**src/rtl/enemy_scheduler_pkg.sv**
```systemverilog
// Shared types and constants for the enemy slot scheduler.
// Holds the 37-bit slot record layout, FSM state encoding and per-type tables.
// No logic here; imported by the scheduler and its free-slot search.
package enemy_scheduler_pkg;

  // Record layout: {exist, y, x, hp, type, spd_cnt}
  localparam int ENEMY_W   = 37;
  localparam int EXIST_BIT = 36;
  localparam int Y_LSB     = 24;
  localparam int X_LSB     = 12;
  localparam int HP_LSB    = 5;
  localparam int TYPE_LSB  = 2;
  localparam int SPD_LSB   = 0;

  // Slot index width is fixed by the 3-bit hit_idx / rd_idx ports
  localparam int IDX_W = 3;

  typedef struct packed {
    logic        exist;
    logic [11:0] y;
    logic [11:0] x;
    logic [6:0]  hp;
    logic [2:0]  etype;
    logic [1:0]  spd_cnt;
  } enemy_t;

  typedef enum logic [1:0] {
    IDLE  = 2'd0,
    SWEEP = 2'd1,
    ALLOC = 2'd2
  } state_t;

  // Pixels moved per step, indexed by enemy type
  localparam logic [3:0] STEP [8] = '{4'd1, 4'd8, 4'd2, 4'd3, 4'd4, 4'd5, 4'd6, 4'd7};

  // Starting hit points, indexed by enemy type
  localparam logic [6:0] HP_INIT [8] = '{7'd10, 7'd20, 7'd30, 7'd40, 7'd50, 7'd60, 7'd80, 7'd100};

endpackage

```
**src/rtl/enemy_scheduler_free_slot_finder.sv**
```systemverilog
// Lowest-index free slot search over the slot exist vector.
// Purely combinational, zero latency.
// No handshake; found=0 means every slot is occupied.
module free_slot_finder
  import enemy_scheduler_pkg::*;
#(
  parameter int N_SLOT = 8
) (
  input  logic [N_SLOT-1:0] exist,
  output logic [IDX_W-1:0]  idx,
  output logic              found
);

  // Scan from the top down so the lowest free index is the last one written
  always_comb begin
    idx   = '0;
    found = 1'b0;
    for (int i = N_SLOT - 1; i >= 0; i--) begin
      if (!exist[i]) begin
        idx   = IDX_W'(i);
        found = 1'b1;
      end
    end
  end

endmodule

```
**src/rtl/enemy_scheduler.sv**
```systemverilog
// Enemy slot table with hit, per-frame movement sweep and spawn allocation.
// Hit: 1 cycle in IDLE; sweep: N_SLOT cycles; spawn: 1 ALLOC cycle; acks registered.
// Requesters hold req until ack; requests stall while a sweep or alloc is running.
module enemy_scheduler
  import enemy_scheduler_pkg::*;
#(
  parameter int          N_SLOT  = 8,
  parameter logic [11:0] X_SPAWN = 12'd600
) (
  input  logic               clk,
  input  logic               rst,
  input  logic               frame_tick,
  input  logic               clear_all,
  input  logic               spawn_req,
  input  logic [2:0]         spawn_type,
  input  logic [11:0]        spawn_y,
  output logic               spawn_ack,
  output logic               spawn_ok,
  input  logic               hit_req,
  input  logic [2:0]         hit_idx,
  input  logic [6:0]         hit_dmg,
  output logic               hit_ack,
  input  logic [2:0]         rd_idx,
  output logic [ENEMY_W-1:0] rd_data,
  output logic               kill_pulse,
  output logic               base_pulse,
  output logic [3:0]         enemy_count,
  output logic               busy,
  output logic               overrun
);

  localparam logic [IDX_W-1:0] LAST_IDX = IDX_W'(N_SLOT - 1);

  enemy_t            slots [N_SLOT];
  logic [N_SLOT-1:0] exist_vec;
  logic [3:0]        live_cnt;
  logic [IDX_W-1:0]  free_idx;
  logic              free_found;
  state_t            state;
  logic [IDX_W-1:0]  sweep_idx;
  logic              pending;
  enemy_t            sw_new;
  logic              sw_base;
  logic              sweep_last;

  assign busy       = (state != IDLE);
  assign sweep_last = (state == SWEEP) && (sweep_idx == LAST_IDX);

  // Occupancy vector and live-enemy population
  always_comb begin
    exist_vec = '0;
    live_cnt  = '0;
    for (int i = 0; i < N_SLOT; i++) begin
      exist_vec[i] = slots[i].exist;
      live_cnt     = live_cnt + 4'(slots[i].exist);
    end
  end

  free_slot_finder #(.N_SLOT(N_SLOT)) u_finder (
    .exist (exist_vec),
    .idx   (free_idx),
    .found (free_found)
  );

  // Next record for the slot being swept: speed counter, movement, base arrival
  always_comb begin
    sw_new  = slots[sweep_idx];
    sw_base = 1'b0;
    if (slots[sweep_idx].exist) begin
      sw_new.spd_cnt = slots[sweep_idx].spd_cnt + 2'd1;
      if (slots[sweep_idx].spd_cnt == 2'd3) begin
        if (slots[sweep_idx].x <= {8'd0, STEP[slots[sweep_idx].etype]}) begin
          sw_new.x     = '0;
          sw_new.exist = 1'b0;
          sw_base      = 1'b1;
        end else begin
          sw_new.x = slots[sweep_idx].x - {8'd0, STEP[slots[sweep_idx].etype]};
        end
      end
    end
  end

  // Control FSM, slot table (one write per cycle) and registered outputs
  always_ff @(posedge clk) begin
    if (rst) begin
      state       <= IDLE;
      sweep_idx   <= '0;
      pending     <= 1'b0;
      overrun     <= 1'b0;
      spawn_ack   <= 1'b0;
      spawn_ok    <= 1'b0;
      hit_ack     <= 1'b0;
      kill_pulse  <= 1'b0;
      base_pulse  <= 1'b0;
      enemy_count <= '0;
      rd_data     <= '0;
      for (int i = 0; i < N_SLOT; i++) slots[i] <= '0;
    end else begin
      spawn_ack   <= 1'b0;
      spawn_ok    <= 1'b0;
      hit_ack     <= 1'b0;
      kill_pulse  <= 1'b0;
      base_pulse  <= 1'b0;
      enemy_count <= live_cnt;
      rd_data     <= slots[rd_idx];
      if (clear_all) begin
        // Scene change: wipe everything, abandon any sweep or allocation
        for (int i = 0; i < N_SLOT; i++) slots[i] <= '0;
        pending   <= 1'b0;
        state     <= IDLE;
        sweep_idx <= '0;
      end else begin
        case (state)
          IDLE: begin
            // The ack guard stops a still-held request from being served twice
            if (hit_req && !hit_ack) begin
              hit_ack <= 1'b1;
              if (slots[hit_idx].exist) begin
                if (hit_dmg >= slots[hit_idx].hp) begin
                  slots[hit_idx].exist <= 1'b0;
                  kill_pulse           <= 1'b1;
                end else begin
                  slots[hit_idx].hp <= slots[hit_idx].hp - hit_dmg;
                end
              end
            end else if (pending) begin
              state     <= SWEEP;
              sweep_idx <= '0;
            end else if (spawn_req && !spawn_ack) begin
              state <= ALLOC;
            end
          end
          SWEEP: begin
            slots[sweep_idx] <= sw_new;
            base_pulse       <= sw_base;
            if (sweep_idx == LAST_IDX) begin
              state   <= IDLE;
              pending <= 1'b0;
            end else begin
              sweep_idx <= sweep_idx + 1'b1;
            end
          end
          ALLOC: begin
            spawn_ack <= 1'b1;
            spawn_ok  <= free_found;
            if (free_found) begin
              slots[free_idx].exist   <= 1'b1;
              slots[free_idx].y       <= spawn_y;
              slots[free_idx].x       <= X_SPAWN;
              slots[free_idx].hp      <= HP_INIT[spawn_type];
              slots[free_idx].etype   <= spawn_type;
              slots[free_idx].spd_cnt <= 2'b00;
            end
            state <= IDLE;
          end
          default: state <= IDLE;
        endcase
        // A tick landing on the last sweep cycle starts a fresh frame, not an overrun
        if (frame_tick) begin
          if (pending && !sweep_last) overrun <= 1'b1;
          else                        pending <= 1'b1;
        end
      end
    end
  end

endmodule

```
**config.mk**
```make
export PLATFORM = sky130hd
export DESIGN_NAME = enemy_scheduler
export DESIGN_NICKNAME = d
export VERILOG_FILES = /design/src/rtl/enemy_scheduler_pkg.sv /design/src/rtl/enemy_scheduler_free_slot_finder.sv /design/src/rtl/enemy_scheduler.sv
export SDC_FILE = /design/constraint.sdc
export NUM_CORES = 1
export LEC_CHECK = 0
export CORE_MARGIN = 3
export CORE_UTILIZATION = 45
export DETAILED_ROUTE_END_ITERATION = 8
export GPL_TIMING_DRIVEN = 0
export PLACE_DENSITY_LB_ADDON = 0.25
export SLEW_MARGIN = 0
export SYNTH_ARGS = -nofsm -noshare
export SYNTH_HDL_FRONTEND = slang
export SYNTH_HIERARCHICAL = 1
export SYNTH_SLANG_ARGS = --single-unit
```
**constraint.sdc**
```tcl
create_clock -name clk -period 5 [get_ports clk]
set_input_delay 1.25 -clock clk [delete_from_list [all_inputs] [get_ports clk]]
set_output_delay 1.25 -clock clk [all_outputs]
set_load 0.02 [all_outputs]
```
### Yosys cells after proc, flatten, opt, wreduce, memory -nomap -nowiden

Memories as Yosys holds them, arrays and structs flattened. A register that Yosys moved wholly into a read port is not among the register bits.
Index checks and enable logic that the tools add are counted.

* register bits after elaboration: 16
* RAM bits: 296
* memory bits (read-only): 88
* output and inout port bits: 48
* memories kept: 3

Memories
* slots: depth 8, width 37, read ports 11, clocked after Yosys merged registers in 2, write ports 8, line enemy_scheduler.sv:34 `enemy_t slots [N_SLOT];`
* (name not given): depth 8, width 7, read ports 1, clocked after Yosys merged registers in 0, write ports 0, line enemy_scheduler.sv:150 `slots[free_idx].hp <= HP_INIT[spawn_type];`
* (name not given): depth 8, width 4, read ports 1, clocked after Yosys merged registers in 0, write ports 0, line enemy_scheduler.sv:77 `sw_new.x = slots[sweep_idx].x - {8'd0, STEP[slots[sweep_idx].etype]};`

* add/subtract/negate cells: 11
* magnitude comparators: 4
* eq/ne operators: 9
* muxes and demuxes: 90
* bitwise operators: 16
* reduce and logical (&&, ||, !) cells: 20

Operator list (number)
* two-way mux 37 bit: 11
* OR reduction 37 bit: 3
* two-way mux 3 bit: 19
* two-way mux 1 bit: 46
* two-way mux 12 bit: 3
* adder 4 x 1 -> 4 bit: 4
* two-way mux 7 bit: 2
* less-or-equal comparator 12 x 4 -> 1 bit: 1
* subtractor 12 x 4 -> 12 bit: 1
* two-way mux 2 bit: 5
* >= comparator 4 bit (second input constant): 2
* two-way mux 4 bit: 2
* inverter 3 -> 4 bit: 2
* bitwise OR 1 bit: 8
* >= comparator 7 bit: 1
* subtractor 7 bit: 1
* inequality test 2 bit (second input constant): 3
* inverter 1 bit: 6
* one-hot mux 3 bit (2 select lines): 1
* AND reduction 3 bit: 2
* OR reduction 3 bit: 2
* OR reduction 5 bit: 1
* adder 3 x 1 -> 4 bit: 1
* == test 2 bit (second input constant): 2
* other kinds (15): 21

### Longest topological paths before layout

An unclocked memory read counts as a cell.

* depth after elaboration: 16
* gate-level depth with buffers: 19
* gate-level depth less buffers: 14

### Modules after synthesis

Netlist, hierarchy kept.

Modules (own cells, without submodules)
* enemy_scheduler: instances 1, cells each 1354, area an instance 18380.1 sq um, seq. area each 10009.6 sq um
* free_slot_finder: instances 1, cells each 14, area an instance 77.6 sq um, seq. area each 0.0 sq um

### Worst setup path after synthesis

OpenSTA, ideal clock, no wires.

* kind: input to register
* start point: input port hit_idx[0]
* end point: memory slots[5][10] in the netlist's numbering (enable)
* setup time: 297 ps
* data arrival time: 4662 ps
* path slack: 42 ps
* stages on the path: 13
* cells stage by stage: clkbuf_1 -> buf_1 -> mux4_2 -> mux2_2 -> ha_1 -> a21oi_1 -> a21boi_0 -> o21ai_0 -> a21oi_1 -> a31o_2 -> nand2b_1 -> clkbuf_1 -> nand2_1

RTL lines
* from (decl): line enemy_scheduler.sv:20 `input logic [2:0] hit_idx,`
* to (decl): line enemy_scheduler.sv:34

==> results.py <==
metrics = {
    "layout": {
        "mostFrequentLayoutCells": "356 x nor2_1, 296 x edfxtp_1, 160 x mux4_2",
        "diodes": 0,
        "drive_above_1_share_pct": 22.4,
        "fin_util_pct": 53.7,
        "nNetsFinal": 1555,
        "layout_commonest_cell": "nor2_1",
        "syn_to_final_growth_pct": 16.7,
    },
    "clock_network": {
        "clk_path_buf_depth": 3,
        "clock-sinks": 352,
        "worstSkewPairLatency_ns": 0.57,
        "numCtsBuffers": 40,
        "cts.hold.buffers_added": 0,
        "root_buffer": "clkbuf_16",
        "htreeDepth": 2,
        "cts_tree": "yes",
        "cts.clk_slew.worst_paths_ns": 0.06,
    },
    "yosys": {
        "ys_ff_latch": 352,
        "syn_nets": 1431,
        "seq_area_frac_synth_pct": 54.2,
        "synth_area_per_cell_um2": 13.5,
        "synth_top_area_share_pct": 48.2,
        "ys_types": 71,
        "syn_area_um2": 18500,
        "synth_top_cell_by_area": "edfxtp_1",
        "synth_edf_count": 296,
        "synth_area_leaders": "edfxtp_1 48%, mux4_2 20%, nor2_1 7.3%",
        "async_flop_share_pct": 0,
        "synthFlopType": "edfxtp_1",
        "netlist_instances": 1368,
        "synth.yosys.warnings": 6,
    },
    "detailed_routing": {
        "final_antenna_net_count": 0,
        "drt_iter0_drc": 1417,
        "vias": 13000,
        "routed_wire_length_per_instance_um": 27.7,
        "drt_pass1_iterations": 5,
        "routed_via_density": 6.33,
        "drc": 0,
        "drt-total-wl_um": 56700,
    },
    "critical_path": {
        "ff2ff_setup_slack_ns": 0.20,
        "arrival_ns": 5.20,
        "crit_type": "in -> reg",
        "reg2reg_depth": 16,
        "endpoint_kind": "flop",
        "critical_path_required_ns": 5.23,
        "cp_max_fo": 10,
        "timing.rr.end": "slots[1][12]",
        "cp-start-kind": "primary input",
    },
    "global_route": {
        "grt_overflow": 0,
        "track_usage_pct": 26.0,
        "grt_pass1_wl_um": 83400,
        "grt_max_degree": 26,
        "grt_pass1_vias": 13200,
        "antenna_found_initial": 0,
    },
    "floorplan": {
        "initial_core_util_pct": 46.0,
        "die_x_um": 209,
        "core_area_um2": 40100,
        "pin_count": 82,
        "die_y_um": 209,
        "row_count": 73,
        "dieArea_um2": 43500,
    },
    "timing": {
        "finalMaxSlewViolations": 0,
        "clock.fmax_mhz": 201,
        "relSlewSlack_pct": 10.7,
        "tightest_slew_ns": 1.34,
        "fin_skew_ns": 0.0194,
        "layout_min_cycle_time_ns": 4.97,
        "finalSetupViolations": 0,
        "hold_viol": 0,
        "finalCritPeriodShare_pct": 99.4,
        "rsz0062_at_grt": "yes",
    },
    "outcome": {
        "status": "finished clean",
    },
    "pwr": {
        "total_power_w": 0.00704,
        "power.density_nw_per_um2": 327,
        "power.leakage_nw": 7.44,
        "ir_worst_vdd_uv": 224,
    },
    "place": {
        "dp_hpwl_um": 38100,
        "port_buffers": 74,
        "gp_congestion": 0.939,
    },
    "worst_hold_path": {
        "holdPathStages": 1,
        "min_from": "spawn_ack",
        "whs_endpoint": "state[1]",
        "holdCritPathClass": "reg -> reg",
    },
    "run": {
        "drv_cap": 0,
    },
}
-- cell usage after synthesis, types with 3 or more instances --
master    count
mux2i_1      75
clkbuf_1     41
buf_6         3
nand3_2       4
nand4_1       7
a21oi_1      31
nor2_1      357
inv_1        29
o21ai_0      15
nor3b_1       3
or3_1         5
nand3b_1      3
nor3_1        8
and2_1        4
a31oi_1       3
xor2_1        3
o31ai_1       3
fa_1          6
a22oi_1       7
o211ai_1      3
nand2b_1     13
nand3_1      23
nand2_1      52
mux2_2       17
edfxtp_1    296
xnor2_1       9
ha_1         23
mux4_2      160
buf_2        24
o22ai_1      11
a21o_1        3
or2_2         4
nor2b_1       7
dfxtp_1      56
buf_1        18
-- cell families (layout without fill, tap and decap cells) --
group | after synthesis | count (layout) | synth area share, %
AOI/OAI and AO/OA | 106 | 106 | 4.11
xor gates and xnor gates | 13 | 13 | 0.658
adders and majority gates | 29 | 29 | 2.21
buffers and inverters | 116 | 272 | 2.66
DFF | 352 | 352 | 54.2
muxes | 253 | 253 | 24.7
and+or+nand+nor | 499 | 499 | 11.4
-- power breakdown --
| group | switching (W) | leakage, nW | internal [W] | total, W |
|---|---|---|---|---|
| Combinational | 0.000408 | 3.04 | 0.000310 | 0.000718 |
| Clock | 0.00123 | 0.650 | 0.00173 | 0.00296 |
| Sequential | 0.0000669 | 3.76 | 0.00330 | 0.00336 |
| Total | 0.00171 | 7.44 | 0.00534 | 0.00704 |
-- worst max-delay path, stage by stage --
cell and delay (ns):
clkbuf_2 0.37, clkbuf_4 0.40, mux4_2 0.53, mux2_2 0.30, ha_1 0.33, nand3b_1 0.11, a21boi_0 0.23, o21ai_0 0.14
a21oi_1 0.22, a31o_2 0.30, nand3_1 0.51, nand2_2 0.48
-- what timing repair did --
item                                    in CTS  in global routing
endpoints found under the setup margin     252                207
pin swaps                                    2                  0
setup buffers                                2                  1
resized for setup                           34                 22
-- layer usage --
metal,vias up,track usage [%],wire length [um]
met3,147,4.66,5990
li1,5446,-,-
met4,0,11.0,2310
met2,779,42.2,27200
met1,6608,34.9,21200
met5,-,0,0
-- sequential cells by signal, summed over array words and instances (netlist names), named ones only --
name,count
overrun,1
state,2
hit_ack,1
spawn_ok,1
pending,1
slots,296
enemy_count,4
spawn_ack,1
sweep_idx,3
rd_data,37
kill_pulse,1
base_pulse,1
-- cell type report --
cell class | count | area, um2
Inverter | 29 | 109
Clock inverter | 24 | 200
Buffer | 84 | 432
Sequential cell | 352 | 10000
Timing Repair Buffer | 85 | 938
Clock buffer | 50 | 1110
Multi-Input combinational cell | 900 | 8080
Tap cell | 525 | 657
Fill cell | 3353 | 18600
-- metrics by stage --
| stage | TNS (ns) | hold WS, ns | std cells | cell area (um2) | worst slack (ns) |
|---|---|---|---|---|---|
| after CTS | 0 | 0.448 | 2049 | 21500 | 0.00683 |
| after global routing | -3.08 | 0.461 | 2049 | 21500 | -0.183 |
| final | 0 | 0.445 | 2049 | 21500 | 0.0319 |
| after floorplan | 0 | 0.486 | 1368 | 18500 | 0.0417 |
| after global placement | -526.92 | 0.440 | 1967 | 19900 | -1.51 |
| after detailed placement | -312.18 | 0.438 | 1975 | 20100 | -1.48 |
-- how the worst max path moves through the flow --
stage	from	depth (start not counted)	to	slack (ns)
6_report	hit_idx[0]	12	slots[2][10]	0.03
5_1_grt	hit_idx[0]	12	slots[0][5]	-0.18
4_1_cts	hit_idx[0]	12	slots[0][8]	0.007
3_5_place_dp	hit_idx[0]	12	slots[0][9]	-1.48
3_3_place_gp	clear_all	10	slots[1][17]	-1.51
2_1_floorplan	hit_idx[0]	13	slots[5][10]	0.04
No activity file was read; power rests on OpenSTA's default activity.
==> edit (same flow settings) <==
Register the output `overrun` once more, with the module's reset; this adds one clock of latency there. The other outputs are not delayed to match. Comments in the files are not updated.
--- a/src/rtl/enemy_scheduler.sv
+++ b/src/rtl/enemy_scheduler.sv
@@ -31,4 +31,6 @@
 
   localparam logic [IDX_W-1:0] LAST_IDX = IDX_W'(N_SLOT - 1);
+
+  logic overrun_s0;
 
   enemy_t            slots [N_SLOT];
@@ -87,5 +89,5 @@
       sweep_idx   <= '0;
       pending     <= 1'b0;
-      overrun     <= 1'b0;
+      overrun_s0  <= 1'b0;
       spawn_ack   <= 1'b0;
       spawn_ok    <= 1'b0;
@@ -158,5 +160,5 @@
         // A tick landing on the last sweep cycle starts a fresh frame, not an overrun
         if (frame_tick) begin
-          if (pending && !sweep_last) overrun <= 1'b1;
+          if (pending && !sweep_last) overrun_s0 <= 1'b1;
           else                        pending <= 1'b1;
         end
@@ -165,4 +167,12 @@
   end
 
+  always_ff @(posedge clk) begin
+    if (rst) begin
+      overrun <= '0;
+    end else begin
+      overrun <= overrun_s0;
+    end
+  end
+
 endmodule
 
Check against the original RTL: not settled (the Yosys comparison gave no result); the edit may change what the design does.
==> edit against the original RTL <==
- via count up 1.2%
- cell count down 0.44%
- hold slack better by 0.0099 ns
- power down 0.64%
- global-route usage up 0.84 points
- synthesized area up 1.0%
- synthesized cell count down 0.51%
- worst setup slack better by 0.047 ns
- wire length up 4.3%
- sequential cell count up 1
- register-to-register slack worse by 0.05 ns
- final area up 0.59%
==> edit: results (changes against the original RTL) <==
pwr:
  switching_share: 0.244  # was 0.243
  leakagePower_uw: 0.00739  # was 0.00744 uW
  ir_drop_mv: 0.281  # was 0.224 mV
logic_synthesis:
  synth_cell_types: 61  # was 71
  synth-seq-area-share: 0.538  # was 0.542
  synth_cells: 1361  # was 1,368
  synth_area_leaders: "edfxtp_1 (48%), mux4_2 (20%), dfxtp_1 (6.1%)"  # was edfxtp_1 (48%), mux4_2 (20%), nor2_1 (7.3%)
  synthTopCellsByCount: "edfxtp_1 (296), nor2_1 (282), mux4_2 (168)"  # was nor2_1 (357), edfxtp_1 (296), mux4_2 (160)
cells_and_area:
  nets: 1548  # was 1,555
  register_area_sq_um: 10000  # about the same
  final_cells: 2040  # was 2,049
  drive_gt1_frac: 0.223  # was 0.224
  nFillCells: 3394  # was 3,353
placement:
  place_area_sq_um: 20200  # was 20,100 sq um
  dp_hpwl_microns: 40200  # was 38,100 microns
  gp_congestion: 0.909  # was 0.939
sta:
  relSlewSlack: 0.154  # was 0.107
  finClkSkew_ns: 0.0279  # was 0.0194 ns
global_routing:
  grtUsageTotal: 0.269  # was 0.260
  grt_max_degree: 24  # was 26
  antenna_found_initial: 1  # was 0
  grt_pass1_wl_microns: 86600  # was 83,400 microns
drt:
  drt_iter0_markers: 1755  # was 1,417
  vias: 13100  # was 13,000
  finalWirelength_microns: 59100  # was 56,700 microns
clock_tree:
  clk_latency_ns: 0.57  # about the same
  numCtsBuffers: 38  # was 40
status:
  status: "finished, final reports clean"  # unchanged
setup_path:
  path_max_fanout: 10  # unchanged
  cp.arrival_ns: 5.20  # about the same
  max_stage_delay_ns: 0.69  # was 0.53 ns
  slowest_stage: "o21ai_1"  # was mux4_2
-- edit: area by class of cell --
type | count | area share
flip-flops and latches | 353 | 0.463
multi-input cells | 883 | 0.377
clock buffers | 54 | 0.0481
repair buffers | 88 | 0.0442
well taps | 525 | 0.0303
plain buffers | 97 | 0.0237
clock inverters | 16 | 0.00918
inverters | 24 | 0.00416
-- edit: what timing repair did --
item / CTS / global route
setup endpoints to repair: 434 / 244
buffers inserted: 1 / 3
gates resized for setup: 26 / 29
hold buffers: 0 / 0
pin swaps: 1 / 1
-- edit: path summary, 6_finish.rpt --
kind / from / end / slack, ns / cells after the start
worst max-delay path: clear_all / slots[1][11] / 0.08 / 9
worst min-delay path: pending / state[1] / 0.45 / 1
worst max register to register: flop / slots[7][36] / 0.15 / 16
worst min register to register: pending / state[1] / 0.45 / 1
-- edit: cell families after synthesis --
family          count (synthesis)  synth area share
flops                         353             0.538
compound gates                118            0.0427
mux                           263             0.256
simple gates                  465             0.109
xor+xnor                        8           0.00376
buf+inv                       125            0.0290
fa+ha+maj                      29            0.0219
-- edit: power by group through the flow --
stage	logic [uW]	registers, uW	clock network (uW)
floorplan	434	3440	0
global placement	706	3430	0
detailed placement	731	3440	0
CTS	739	3370	2900
global route	791	3390	3010
finish	750	3370	2870
-- edit: layer usage --
metal | vias to the layer above | track usage | wire length, microns
li1 | 5519 | - | -
met1 | 6618 | 0.368 | 22500
met2 | 849 | 0.432 | 28100
met3 | 144 | 0.0525 | 6540
met4 | 2 | 0.0947 | 1970
met5 | - | 0 | 13
-- edit: metrics by stage --
step                setup TNS, ns  setup slack, ns
floorplan                       0           0.0737
global placement          -670.33            -2.09
detailed placement        -444.93            -1.45
CTS                             0           0.0202
global route              -0.0818          -0.0121
finish                          0           0.0793
